[src/rtl/rr_bus.sv]
// Multi-host to multi-device bus: a combinational arbiter (fixed priority or round-robin),
// an address decoder, and a one-cycle registered response path back to the granted host.
module rr_bus #(
    parameter int unsigned NrHosts      = 2,
    parameter int unsigned NrDevices    = 4,
    parameter int unsigned DataWidth    = 32,
    parameter int unsigned AddressWidth = 32,
    parameter int unsigned ArbMode      = 1
) (
    input  logic                                clk_i,
    input  logic                                rst_ni,
    input  logic [NrHosts-1:0]                  host_req_i,
    output logic [NrHosts-1:0]                  host_gnt_o,
    input  logic [NrHosts*AddressWidth-1:0]     host_addr_i,
    input  logic [NrHosts-1:0]                  host_we_i,
    input  logic [NrHosts*(DataWidth/8)-1:0]    host_be_i,
    input  logic [NrHosts*DataWidth-1:0]        host_wdata_i,
    output logic [NrHosts-1:0]                  host_rvalid_o,
    output logic [NrHosts-1:0]                  host_err_o,
    output logic [NrHosts*DataWidth-1:0]        host_rdata_o,
    output logic [NrDevices-1:0]                device_req_o,
    output logic [NrDevices-1:0]                device_we_o,
    output logic [NrDevices*AddressWidth-1:0]   device_addr_o,
    output logic [NrDevices*DataWidth-1:0]      device_wdata_o,
    output logic [NrDevices*(DataWidth/8)-1:0]  device_be_o,
    input  logic [NrDevices-1:0]                device_rvalid_i,
    input  logic [NrDevices*DataWidth-1:0]      device_rdata_i,
    input  logic [NrDevices*AddressWidth-1:0]   cfg_device_addr_base_i,
    input  logic [NrDevices*AddressWidth-1:0]   cfg_device_addr_mask_i
);

    localparam int unsigned BeWidth  = DataWidth / 8;
    localparam int unsigned HostIdxW = (NrHosts > 1) ? $clog2(NrHosts) : 1;
    localparam int unsigned DevIdxW  = (NrDevices > 1) ? $clog2(NrDevices) : 1;

    logic [HostIdxW-1:0]     rr_ptr_q, rr_ptr_d;
    logic                    pend_q, pend_d;
    logic                    miss_q, miss_d;
    logic [HostIdxW-1:0]     host_idx_q, host_idx_d;
    logic [DevIdxW-1:0]      dev_idx_q, dev_idx_d;

    logic                    gnt_valid;
    logic [HostIdxW-1:0]     gnt_idx;
    int unsigned             arb_pos;
    int unsigned             ptr_nxt;

    logic [AddressWidth-1:0] sel_addr;
    logic [DataWidth-1:0]    sel_wdata;
    logic [BeWidth-1:0]      sel_be;
    logic                    sel_we;

    logic                    hit;
    logic [DevIdxW-1:0]      hit_idx;
    logic [NrDevices-1:0]    dev_sel;

    logic                    rsp_rvalid;
    logic [DataWidth-1:0]    rsp_rdata;

    // Arbitration: walk search positions in priority order and take the first requester.
    always_comb begin
        // NOTE: every output of a combinational block gets a default first so no latch is inferred.
        gnt_valid  = 1'b0;
        gnt_idx    = '0;
        host_gnt_o = '0;
        arb_pos    = 0;
        for (int unsigned i = 0; i < NrHosts; i++) begin
            if (ArbMode == 0) begin
                arb_pos = i;
            end else begin
                arb_pos = i + 32'(rr_ptr_q);
                if (arb_pos >= NrHosts) arb_pos = arb_pos - NrHosts;
            end
            for (int unsigned h = 0; h < NrHosts; h++) begin
                if (!gnt_valid && host_req_i[h] && (arb_pos == h)) begin
                    gnt_valid     = 1'b1;
                    gnt_idx       = HostIdxW'(h);
                    host_gnt_o[h] = 1'b1;
                end
            end
        end
    end

    always_comb begin
        sel_addr  = '0;
        sel_wdata = '0;
        sel_be    = '0;
        sel_we    = 1'b0;
        for (int unsigned h = 0; h < NrHosts; h++) begin
            if (host_gnt_o[h]) begin
                sel_addr  = host_addr_i[h*AddressWidth +: AddressWidth];
                sel_wdata = host_wdata_i[h*DataWidth +: DataWidth];
                sel_be    = host_be_i[h*BeWidth +: BeWidth];
                sel_we    = host_we_i[h];
            end
        end
    end

    // Decode: lowest-index matching window wins when windows overlap.
    always_comb begin
        hit     = 1'b0;
        hit_idx = '0;
        dev_sel = '0;
        for (int unsigned d = 0; d < NrDevices; d++) begin
            if (gnt_valid && !hit &&
                ((sel_addr & cfg_device_addr_mask_i[d*AddressWidth +: AddressWidth]) ==
                 cfg_device_addr_base_i[d*AddressWidth +: AddressWidth])) begin
                hit        = 1'b1;
                hit_idx    = DevIdxW'(d);
                dev_sel[d] = 1'b1;
            end
        end
    end

    always_comb begin
        device_req_o   = dev_sel;
        device_we_o    = '0;
        device_addr_o  = '0;
        device_wdata_o = '0;
        device_be_o    = '0;
        for (int unsigned d = 0; d < NrDevices; d++) begin
            if (dev_sel[d]) begin
                device_we_o[d]                              = sel_we;
                device_addr_o[d*AddressWidth +: AddressWidth] = sel_addr;
                device_wdata_o[d*DataWidth +: DataWidth]    = sel_wdata;
                device_be_o[d*BeWidth +: BeWidth]           = sel_be;
            end
        end
    end

    always_comb begin
        rr_ptr_d   = rr_ptr_q;
        pend_d     = gnt_valid;
        miss_d     = gnt_valid && !hit;
        host_idx_d = host_idx_q;
        dev_idx_d  = dev_idx_q;
        ptr_nxt    = 0;
        if (gnt_valid) begin
            ptr_nxt = 32'(gnt_idx) + 1;
            if (ptr_nxt >= NrHosts) ptr_nxt = 0;
            rr_ptr_d   = HostIdxW'(ptr_nxt);
            host_idx_d = gnt_idx;
            dev_idx_d  = hit_idx;
        end
    end

    always_ff @(posedge clk_i) begin
        // NOTE: sequential state uses non-blocking assignments so all flops update together.
        if (!rst_ni) begin
            rr_ptr_q   <= '0;
            pend_q     <= 1'b0;
            miss_q     <= 1'b0;
            host_idx_q <= '0;
            dev_idx_q  <= '0;
        end else begin
            rr_ptr_q   <= rr_ptr_d;
            pend_q     <= pend_d;
            miss_q     <= miss_d;
            host_idx_q <= host_idx_d;
            dev_idx_q  <= dev_idx_d;
        end
    end

    always_comb begin
        rsp_rvalid = 1'b0;
        rsp_rdata  = '0;
        for (int unsigned d = 0; d < NrDevices; d++) begin
            if (dev_idx_q == DevIdxW'(d)) begin
                rsp_rvalid = device_rvalid_i[d];
                rsp_rdata  = device_rdata_i[d*DataWidth +: DataWidth];
            end
        end
    end

    // Responses are masked while reset is asserted so a discarded transaction never leaks out.
    always_comb begin
        host_rvalid_o = '0;
        host_err_o    = '0;
        host_rdata_o  = '0;
        for (int unsigned h = 0; h < NrHosts; h++) begin
            if (rst_ni && pend_q && (host_idx_q == HostIdxW'(h))) begin
                host_rvalid_o[h] = miss_q || rsp_rvalid;
                host_err_o[h]    = miss_q;
                if (!miss_q) host_rdata_o[h*DataWidth +: DataWidth] = rsp_rdata;
            end
        end
    end

endmodule

[config.mk]
export PLATFORM = sky130hd
export DESIGN_NAME = rr_bus
export DESIGN_NICKNAME = d
export VERILOG_FILES = /design/src/rtl/rr_bus.sv
export SDC_FILE = /design/constraint.sdc
export NUM_CORES = 1
export LEC_CHECK = 0
export BUFFER_PORTS_ARGS = -buffer_cell sky130_fd_sc_hd__buf_4
export CAP_MARGIN = 20
export CORE_AREA = 2 2 344 346
export DETAILED_ROUTE_END_ITERATION = 10
export DIE_AREA = 0 0 346 348
export GPL_TIMING_DRIVEN = 1
export MAX_ROUTING_LAYER = met4
export PLACE_DENSITY = 0.33
export SYNTH_ARGS = -nofsm -noshare
export SYNTH_HDL_FRONTEND = slang
export SYNTH_SLANG_ARGS = --single-unit
[constraint.sdc]
create_clock -name clk_i -period 4.95 [get_ports clk_i]
set_input_delay 0.99 -clock clk_i [delete_from_list [all_inputs] [get_ports clk_i]]
set_output_delay 0.99 -clock clk_i [all_outputs]
set_load 0.01 [all_outputs]
==> impl_metrics.yaml, run 1 <==
timing:
  setup_viol: 280
  hold_violations: 0
  finalSetupTns_ns: -67.53
  fin_crit_sh_pct: 107
  fmax_mhz: 189
  drv_slew: 0
  tightest_slew_ns: 1.11
  worst_clock_skew_ns: 0.00254
  period_needed_ns: 5.29
  worst_slack_ns: -0.345
  max-slew-margin-rel_pct: 25.9
  rsz0062_at_grt: "true"
routing:
  avgRoutedWirePerCell_um: 29.2
  drc: 0
  num_vias: 13100
  ant_nets: 0
  drt-initial-drc-count: 793
  drt_wl_total_um: 106000
  first_pass_iters: 5
  vias_per_cell: 3.60
finish:
  seqCellArea_um2: 123
  finalNonFillerCells: 3627
  nets: 2603
  drive_above_1_share_pct: 65.4
  final_area_mm2: 0.0185
  fill_cells: 13500
  multi_input_area_mm2: 0.00657
  area_growth_pct: 195
synth:
  synthArstFlopShare_pct: 0
  seq_area_frac_synth_pct: 1.91
  syn_area_per_cell_um2: 6.32
  syn_area_mm2: 0.00628
  synth.net_count: 1525
  synth-edff-count: 0
  ys_types: 49
  synthFlopType: "dfxtp_1"
  synth_cells: 995
  ys_ff_latch: 6
  yosys_warnings: 0
worst_setup_path:
  cp-end-kind: "output port"
  path_class: "in2out"
  reg2reg_setup_slack_ns: 1.08
  cp.arrival_ns: 4.30
  startpoint_type: "input pin"
  cp_max_fo: 9
  crit_required_ns: 3.96
grt:
  grt_max_degree: 44
  grt_pass1_wl_um: 127000
  grt_overflow: 0
  grt_usage_pct: 16.4
  antenna_found_initial: 44
  grt_pass1_vias: 12700
  busiest_layer: "met2"
  gr-usage-met1_pct: 19.6
  grtUsageMet3_pct: 3.45
  grt_use_met2_pct: 29.4
power:
  power_leakage_nw: 8.58
  p_total_w: 0.00165
  p_sw_w: 0.000790
  p_clk_share_pct: 8.0
  ir_worst_vdd_mv: 0.0987
  internal_power_w: 0.000863
  p_sw_share_pct: 47.8
  pwr-share-seq_pct: 3.3
  p_per_area_mw_per_mm2: 89.2
  combPwrFrac_pct: 88.7
placed_design:
  io_buffers: 879
  dpl_cell_area_mm2: 0.0165
  dp_hpwl_um: 92600
  dp.cells: 3545
  place_congestion: 0.885
floorplan:
  rows: 126
  ios: 880
  die_x_um: 346
  fp.dieH_um: 348
  initial_utilization_pct: 5.37
  dieArea_mm2: 0.120
  coreArea_mm2: 0.117
status:
  status: "complete, but fails checks"
  violations: "setup timing"
clock_network:
  cts_hold_buf: 0
  root_buffer: "clkbuf_16"
  clk_latency_ns: 0.23
  cts_tree: "yes"
  htree_num_levels: 1
  cts_buffers: 3
  cts.sinks: 6
  cts.clk_slew.worst_paths_ns: 0.03
  clock_path_buffers: 2
worst_hold_path:
  hp-class: "reg2reg"
job:
  maxCapViolCount: 0
final cells by class:
| cell class | count | area share [%] |
|---|---|---|
| Antenna cell | 20 | 0.270 |
| Clock buffer | 3 | 0.405 |
| Timing Repair Buffer | 1156 | 52.7 |
| Sequential cell | 6 | 0.662 |
| Tap cell | 1536 | 10.4 |
| Inverter | 7 | 0.142 |
| Multi-Input combinational cell | 899 | 35.4 |
state kept, by name, summed over array words and instances, names as in the netlist:
register    flops
dev_idx_q       2
host_idx_q      1
miss_q          1
pend_q          1
rr_ptr_q        1
cell usage after synthesis (4+ instances only):
master	number	area share, %
nand2_1	37	2.2
a21o_1	30	3.6
a22oi_1	47	5.6
clkbuf_1	22	1.3
nand4_1	17	1.7
nor4_1	6	0.60
nor3b_1	35	4.2
mux4_2	33	12
o22a_1	27	3.8
a211oi_1	31	3.7
a32o_1	30	4.8
and3_1	60	6.0
o21ai_0	6	0.48
a32oi_1	20	2.8
buf_6	10	1.8
buf_1	11	0.66
buf_2	39	3.1
a21oi_1	62	4.9
nand3_1	34	2.7
a21boi_0	36	4.3
nor2_1	283	17
or4_1	4	0.48
dfxtp_1	6	1.9
inv_1	6	0.36
nor3_1	71	5.7
routing by layer:
layer	up-vias	wire length (um)
met1	6319	44800
li1	5994	-
met3	62	6260
met5	-	0
met4	0	671
met2	678	54000
final timing paths:
check                                   end                    start  depth (start not counted)
setup / recovery         device_wdata_o[37]            host_req_i[0]                         16
hold reg to reg     host_idx_q$_SDFFE_PN0P_  host_idx_q$_SDFFE_PN0P_                          2
hold / removal      host_idx_q$_SDFFE_PN0P_  host_idx_q$_SDFFE_PN0P_                          2
setup reg to reg  dev_idx_q[1]$_SDFFE_PN0P_    rr_ptr_q$_SDFFE_PN0P_                         16
logic make-up (layout without fill, tap and decap cells):
logic type             after synthesis  count (layout)  share of synthesized area, %
AND/OR/NAND/NOR                    561             562                          42.2
flip-flops                           6               6                          1.91
other                                0              20                             0
buffers and inverters               91            1166                          7.53
AO/OA/AOI/OAI                      304             304                          36.5
multiplexers                        33              33                          11.8
power groups by stage:
stage	Sequential, W	Clock, W	Combinational [W]
after floorplan	0.0000528	0	0.000344
after global placement	0.0000553	0	0.00136
after detailed placement	0.0000553	0	0.00136
after CTS	0.0000547	0.000135	0.00139
after global routing	0.0000547	0.000138	0.00156
final	0.0000544	0.000132	0.00147
worst max-delay path, stage by stage:
cell	delay, ns
buf_8	0.08
a21boi_4	0.30
buf_12	0.17
buf_12	0.15
a32o_2	0.19
buf_12	0.16
and3_1	0.18
o22a_1	0.13
nand4_1	0.31
or4_4	0.69
nand4_1	0.21
buf_12	0.17
buf_12	0.13
clkbuf_16	0.17
nor2_1	0.06
buf_4	0.18
through the flow:
step | util [%] | worst slack, ns | hold WS (ns)
finish | 15.8 | -0.345 | 0.555
global route | 15.8 | -0.372 | 0.629
CTS | 14.5 | -0.399 | 0.558
detailed placement | 14.1 | -1.00 | 0.539
global placement | 14.1 | -1.05 | 0.536
floorplan | - | 0.527 | 0.450
layout by cell type, fill, tap and decap left out, drive strengths merged, types with 20 or more instances in the layout:
master / Yosys / final
a21oi: 62 / 62
a21o: 30 / 30
diode: 0 / 20
a21boi: 37 / 37
nor3: 71 / 71
a32oi: 22 / 22
and3: 60 / 60
a22oi: 47 / 47
nand2: 38 / 39
mux4: 33 / 33
o22a: 27 / 27
buf: 62 / 1148
nand3: 35 / 35
a32o: 32 / 32
a211oi: 31 / 31
nor3b: 35 / 35
nor2: 283 / 283
timing repair:
| item | CTS | global route |
|---|---|---|
| endpoints found under the setup margin | 280 | 280 |
| cloned | 1 | 15 |
| setup buffers | 5 | 43 |
| pin swaps | 6 | 30 |
| gates resized for setup | 61 | 182 |
Power figures use the tool's default switching activity.
==> inputs of run 2 (changes only) <==
--- a/config.mk
+++ b/config.mk
@@ -7,12 +7,15 @@
 export LEC_CHECK = 0
 export BUFFER_PORTS_ARGS = -buffer_cell sky130_fd_sc_hd__buf_4
 export CAP_MARGIN = 20
-export CORE_AREA = 2 2 344 346
+export CELL_PAD_IN_SITES_DETAIL_PLACEMENT = 1
+export CELL_PAD_IN_SITES_GLOBAL_PLACEMENT = 2
+export CORE_AREA = 2 2 346 348
 export DETAILED_ROUTE_END_ITERATION = 10
-export DIE_AREA = 0 0 346 348
+export DIE_AREA = 0 0 348 350
 export GPL_TIMING_DRIVEN = 1
 export MAX_ROUTING_LAYER = met4
-export PLACE_DENSITY = 0.33
+export PLACE_DENSITY = 0.51
+export SKIP_LAST_GASP = 1
 export SYNTH_ARGS = -nofsm -noshare
 export SYNTH_HDL_FRONTEND = slang
 export SYNTH_SLANG_ARGS = --single-unit
==> run 2 against run 1 <==
Compared with the run above:
- the run still ends with setup timing left
- sequential cell count unchanged
- setup slack improved by 0.028 ns
- largest power group unchanged
- register-to-register slack got worse by 0.05 ns
==> impl_metrics.yaml, run 2 (same netlist as run 1, synthesis figures left out) <==
status:
  status: "complete, but fails checks"
  violations: "setup timing"
routing:
  num_vias: 13600
  drt-initial-drc-count: 733
  ant_nets: 0
  vias_per_cell: 3.71
  avgRoutedWirePerCell_um: 31.1
  first_pass_iters: 5
  drc: 0
  drt_wl_total_um: 114000
power:
  p_clk_share_pct: 7.7
  ir_worst_vdd_mv: 0.0829
  pwr-share-seq_pct: 3.2
  p_sw_w: 0.000832
  p_sw_share_pct: 48.6
  combPwrFrac_pct: 89.2
  p_per_area_mw_per_mm2: 84.7
  internal_power_w: 0.000881
  power_leakage_nw: 9.15
clock_network:
  cts.sinks: 6
  clk_latency_ns: 0.23
  clock_path_buffers: 2
  root_buffer: "clkbuf_16"
  cts_buffers: 3
  cts.clk_slew.worst_paths_ns: 0.03
  htree_num_levels: 1
  cts_tree: "yes"
grt:
  grt_pass1_wl_um: 138000
  grt_max_degree: 43
  grt_pass1_vias: 13800
  grt_overflow: 0
  grt_use_met2_pct: 32.0
  busiest_layer: "met2"
  gr-usage-met1_pct: 20.6
  grt_usage_pct: 17.6
  antenna_found_initial: 36
  grtUsageMet3_pct: 3.49
timing:
  hold_ws_ns: 0.559
  fin_crit_sh_pct: 106
  worst_slack_ns: -0.317
  period_needed_ns: 5.27
  drv_slew: 0
  setup_viol: 280
  rsz0062_at_grt: "true"
  hold_violations: 0
  fmax_mhz: 190
  tightest_slew_ns: 1.12
  worst_clock_skew_ns: 0.00233
  max-slew-margin-rel_pct: 25.3
finish:
  area_growth_pct: 222
  largest_reg_flops: 2
  final_cell_mix: "973 x buf_4, 202 x nor2_1, 119 x buf_6, 60 x and3_1, 57 x a21oi_1"
  largest-register: "dev_idx_q"
  nets: 2639
  fill_cells: 14000
  final_common_cell: "buf_4"
  drive_above_1_share_pct: 69.1
  final_area_mm2: 0.0202
  fin_util_pct: 17.2
worst_setup_path:
  reg2reg_depth: 18
  cp_max_fo: 9
  crit_required_ns: 3.96
  startpoint_type: "input pin"
  r2r_start: "rr_ptr_q$_SDFFE_PN0P_"
  reg2reg_to: "dev_idx_q[1]$_SDFFE_PN0P_"
  critPathBufInv: 11
  slowest_stage: "or4_4"
  crit_chain: "buf_8 -> a21boi_4 -> buf_6 -> buf_12 -> buf_6 -> a32o_2 -> buf_12 -> a21o_1 -> a211oi_2 -> buf_4 -> nand4_1 -> buf_4 -> or4_4 -> nand4_4 -> buf_12 -> buf_4 -> buf_16 -> nor2_1 -> buf_4"
  cp_slowest_stage_delay_ns: 0.55
  path_delay_family: "buffers and inverters"
  path_class: "in2out"
  cp-end-kind: "output port"
  cp.arrival_ns: 4.28
  reg2reg_setup_slack_ns: 1.03
  path_common_cell: "buf_4"
placed_design:
  io_buffers: 879
  dp_hpwl_um: 93400
  place_congestion: 0.827
  dpl_cell_area_mm2: 0.0166
floorplan:
  rows: 126
  dieArea_mm2: 0.122
  initial_utilization_pct: 5.34
  coreArea_mm2: 0.118
  fp.dieH_um: 350
  ios: 880
  die_x_um: 348
worst_hold_path:
  hp-class: "reg2reg"
  min_path_cells: 2
  hp-start: "host_idx_q$_SDFFE_PN0P_"
  holdPathEnd: "host_idx_q$_SDFFE_PN0P_"
job:
  maxCapViolCount: 0
==> run 2: power groups by stage <==
stage / combinational [W] / sequential [W] / clock (W)
after floorplan: 0.000344 / 0.0000528 / 0
after global placement: 0.00136 / 0.0000554 / 0
after detailed placement: 0.00136 / 0.0000555 / 0
after CTS: 0.00150 / 0.0000548 / 0.000134
after global routing: 0.00163 / 0.0000547 / 0.000137
final: 0.00153 / 0.0000546 / 0.000131
==> run 2: through the flow <==
step	cells	power (W)	TNS, ns	worst slack [ns]
after global placement	3552	0.00141	-190.86	-0.821
after global routing	3656	0.00182	-85.66	-0.403
final	3660	0.00171	-59.71	-0.317
after CTS	3614	0.00168	-106.89	-0.463
after detailed placement	3552	0.00142	-185.35	-0.779
after floorplan	995	0.000397	0	0.527
==> run 2: area by class of cell <==
type | count | area (um^2) | share of cell area, %
Clock buffer | 3 | 75.1 | 0.371
Tap cell | 1536 | 1920 | 9.51
Multi-Input combinational cell | 898 | 7120 | 35.2
Timing Repair Buffer | 1193 | 10900 | 54.0
Antenna cell | 17 | 42.5 | 0.210
Sequential cell | 6 | 123 | 0.607
Inverter | 7 | 26.3 | 0.130
==> run 2: how the worst max path moves through the flow <==
stage | start | endpoint | cells past startpoint
final | host_req_i[0] | device_wdata_o[69] | 19
after global routing | host_req_i[0] | device_addr_o[84] | 19
after CTS | host_req_i[0] | device_wdata_o[92] | 18
after detailed placement | host_req_i[0] | device_wdata_o[10] | 16
after global placement | host_req_i[0] | device_wdata_o[10] | 15
after floorplan | host_req_i[1] | device_be_o[0] | 14
==> run 2: per-layer routing <==
metal	up-vias	routed length (um)
met3	71	6610
met5	-	0
met2	636	58200
met1	6778	47600
met4	0	1440
li1	6097	-
==> run 2: repair_timing <==
action                     4_1_cts  5_1_grt
buffers inserted                36       25
setup endpoints to repair      280      280
pin swaps                       58       90
resized for setup              215      284
hold buffers                     0        0
gates cloned                    29       18
hold endpoints to repair         0        0
==> run 2: worst min-delay path, stage by stage (launching register included) <==
cell,delay [ns]
dfxtp_1,0.35
o21ai_0,0.10
nor2_1,0.08
==> inputs of run 3 (changes only) <==
--- a/config.mk
+++ b/config.mk
@@ -5,16 +5,17 @@
 export SDC_FILE = /design/constraint.sdc
 export NUM_CORES = 1
 export LEC_CHECK = 0
+export ABC_AREA = 1
 export BUFFER_PORTS_ARGS = -buffer_cell sky130_fd_sc_hd__buf_4
 export CAP_MARGIN = 20
 export CELL_PAD_IN_SITES_DETAIL_PLACEMENT = 1
 export CELL_PAD_IN_SITES_GLOBAL_PLACEMENT = 2
-export CORE_AREA = 2 2 346 348
+export CORE_AREA = 5 5 342 344
 export DETAILED_ROUTE_END_ITERATION = 10
-export DIE_AREA = 0 0 348 350
+export DIE_AREA = 0 0 347 349
 export GPL_TIMING_DRIVEN = 1
 export MAX_ROUTING_LAYER = met4
-export PLACE_DENSITY = 0.51
+export PLACE_DENSITY = 0.57
 export SKIP_LAST_GASP = 1
 export SYNTH_ARGS = -nofsm -noshare
 export SYNTH_HDL_FRONTEND = slang
==> run 3 against run 2 <==
Compared with the run above:
- the run now ends clean
- cell area down 17%
- setup slack gained 0.52 ns
- via count grew 1.4%
- non-clock buffer count decreased by 177
- first-iteration DRC count down 17%
- cell count up 9.6%
- critical endpoint is now device_addr_o[7]
==> impl_metrics.yaml, run 3 <==
worst_setup_path:
  crit_required_ns: 3.96
  cp-end-kind: "output port"
  reg2reg_to: "dev_idx_q[1]$_SDFFE_PN0P_"
  r2r_start: "rr_ptr_q$_SDFFE_PN0P_"
  reg2reg_setup_slack_ns: 2.13
  path_class: "in2out"
  cp.arrival_ns: 3.76
  reg2reg_depth: 16
  cp_max_fo: 60
  startpoint_type: "input pin"
clock_network:
  clock_path_buffers: 2
  cts.clk_slew.worst_paths_ns: 0.04
  htree_num_levels: 1
  cts_tree: "yes"
  clk_latency_ns: 0.25
  root_buffer: "clkbuf_16"
  cts_hold_buf: 0
  cts_buffers: 3
  cts.sinks: 6
finish:
  drive_above_1_share_pct: 43.3
  area_growth_pct: 139
  final_cell_mix: "983 x buf_4, 434 x nand2_1, 421 x nor2_1, 188 x nand3_1, 157 x inv_1"
  largest_reg_flops: 2
  final_area_mm2: 0.0168
  fin_util_pct: 14.8
  nets: 3017
  finalNonFillerCells: 4012
  largest-register: "dev_idx_q"
  final_common_cell: "buf_4"
  fill_cells: 14300
grt:
  grt_overflow: 0
  grt_pass1_vias: 14800
  grt_pass1_wl_um: 118000
  grt_max_degree: 61
  grt_usage_pct: 14.3
  antenna_found_initial: 18
synth:
  synth-edff-count: 0
  synth.net_count: 2075
  synthFlopType: "dfxtp_1"
  seq_area_frac_synth_pct: 1.70
  yosys_warnings: 0
  synth_cells: 1545
  syn_area_mm2: 0.00705
  ys_types: 31
  syn_area_per_cell_um2: 4.56
  synth_commonest_cells: "444 x nand2_1, 423 x nor2_1, 190 x nand3_1, 158 x inv_1, 45 x xor2_1"
  synth_top_area_share_pct: 23.7
  synth.area.top_cells: "nand2_1 24%, nor2_1 23%, nand3_1 13%, inv_1 8.4%, xor2_1 5.6%"
  synthMostInstantiatedCell: "nand2_1"
  synthArstFlopShare_pct: 0
  ys_ff_latch: 6
  yosys.area.top_type: "nand2_1"
placed_design:
  dp_hpwl_um: 81500
  place_congestion: 0.836
  io_buffers: 879
  dp.cells: 3992
  dpl_cell_area_mm2: 0.0166
floorplan:
  rows: 124
  initial_utilization_pct: 6.20
  coreArea_mm2: 0.114
  fp.dieH_um: 349
  ios: 880
  dieArea_mm2: 0.121
  die_x_um: 347
timing:
  period_needed_ns: 4.75
  hold_ws_ns: 0.568
  setup_viol: 0
  max-slew-margin-rel_pct: 33.6
  fmax_mhz: 211
  drv_slew: 0
  fin_crit_sh_pct: 95.9
  rsz0062_at_grt: "false"
  tightest_slew_ns: 0.996
  worst_clock_skew_ns: 0.00732
  hold_violations: 0
power:
  pwr-share-seq_pct: 3.7
  power_leakage_nw: 8.85
  p_per_area_mw_per_mm2: 88.5
  combPwrFrac_pct: 86.5
  p_sw_w: 0.000761
  internal_power_w: 0.000727
  ir_worst_vdd_mv: 0.0701
  p_sw_share_pct: 51.1
  p_clk_share_pct: 9.8
routing:
  ant_nets: 0
  vias_per_cell: 3.43
  drt_wl_total_um: 90500
  num_vias: 13800
  drc: 0
  drt-initial-drc-count: 609
  avgRoutedWirePerCell_um: 22.5
  first_pass_iters: 5
worst_hold_path:
  holdPathEnd: "host_idx_q$_SDFFE_PN0P_"
  hp-start: "host_idx_q$_SDFFE_PN0P_"
  min_path_cells: 2
  hp-class: "reg2reg"
job:
  maxCapViolCount: 0
status:
  status: "complete, no violations"
-- run 3: kinds of logic (layout without fill, tap and decap cells) --
group | count (synthesis) | count (layout) | share of synthesized area [%]
XOR/XNOR | 51 | 51 | 6.34
flip-flops | 6 | 6 | 1.70
buffers and inverters | 241 | 1180 | 14.6
AND/OR/NAND/NOR | 1115 | 1116 | 65.2
other | 0 | 15 | 0
AO/OA/AOI/OAI | 132 | 132 | 12.2
-- run 3: per-layer routing --
layer  part of all wire [%]  vias to the layer above  global-route usage, %
met5                      0                        -                      -
met4                    1.9                        0                   2.80
met3                    5.7                       45                   3.11
met2                     50                      554                   25.2
met1                     42                     6431                   16.7
li1                       -                     6748                      -
-- run 3: worst max-delay path by stage --
| stage | cells after the start | end | slack (ns) | startpoint |
|---|---|---|---|---|
| final | 22 | device_addr_o[7] | 0.20 | host_req_i[1] |
| after detailed placement | 20 | device_addr_o[7] | -0.18 | host_req_i[0] |
| after global routing | 22 | device_addr_o[7] | 0.01 | host_req_i[1] |
| after global placement | 20 | device_addr_o[7] | -0.21 | host_req_i[0] |
| after floorplan | 17 | device_addr_o[23] | 1.15 | host_req_i[1] |
| after CTS | 19 | device_addr_o[105] | -0.02 | host_req_i[0] |
-- run 3: power groups by stage --
stage,Sequential [W],Clock [W],Combinational [W]
2_1_floorplan,0.0000529,0,0.000427
3_3_place_gp,0.0000562,0,0.00131
3_5_place_dp,0.0000563,0,0.00131
4_1_cts,0.0000554,0.000157,0.00131
5_1_grt,0.0000558,0.000159,0.00141
6_report,0.0000554,0.000146,0.00129
-- run 3: worst max-delay path, stage by stage --
cell and delay (ns):
buf_4 0.14, nand2_4 0.15, buf_12 0.18, nand3_1 0.09
nand2_1 0.12, buf_12 0.14, nand2_1 0.05, nand2_1 0.05
nand2_1 0.04, inv_1 0.05, nand2_1 0.04, nor2_1 0.19
nand2_1 0.15, nor2_1 0.13, buf_4 0.11, nand2_2 0.08
nor2_4 0.21, clkinv_2 0.11, buf_12 0.19, nor2_1 0.16
buf_4 0.15, buf_4 0.12
-- run 3: what timing repair did --
| action | 4_1_cts | 5_1_grt |
|---|---|---|
| pin swaps | 0 | 2 |
| setup buffers | 0 | 1 |
| gates resized for setup | 3 | 25 |
| endpoints found under the setup margin | 180 | 208 |
| cloned | 0 | 1 |
-- run 3: through the flow --
step	power [W]	worst slack (ns)	TNS (ns)
after global placement	0.00136	-0.210	-3.14
after floorplan	0.000480	1.15	0
after CTS	0.00153	-0.0183	-0.138
after global routing	0.00162	0.0102	0
final	0.00149	0.203	0
after detailed placement	0.00136	-0.179	-2.62
-- run 3: area by class of cell --
type	count	area, um^2	area share (%)
antenna	15	37.5	0.223
multi-input combinational	1299	6060	36.0
tap	1512	1890	11.2
inverter	161	606	3.60
sequential	6	121	0.722
timing repair buffer	1016	8030	47.7
clock buffer	3	75.1	0.446
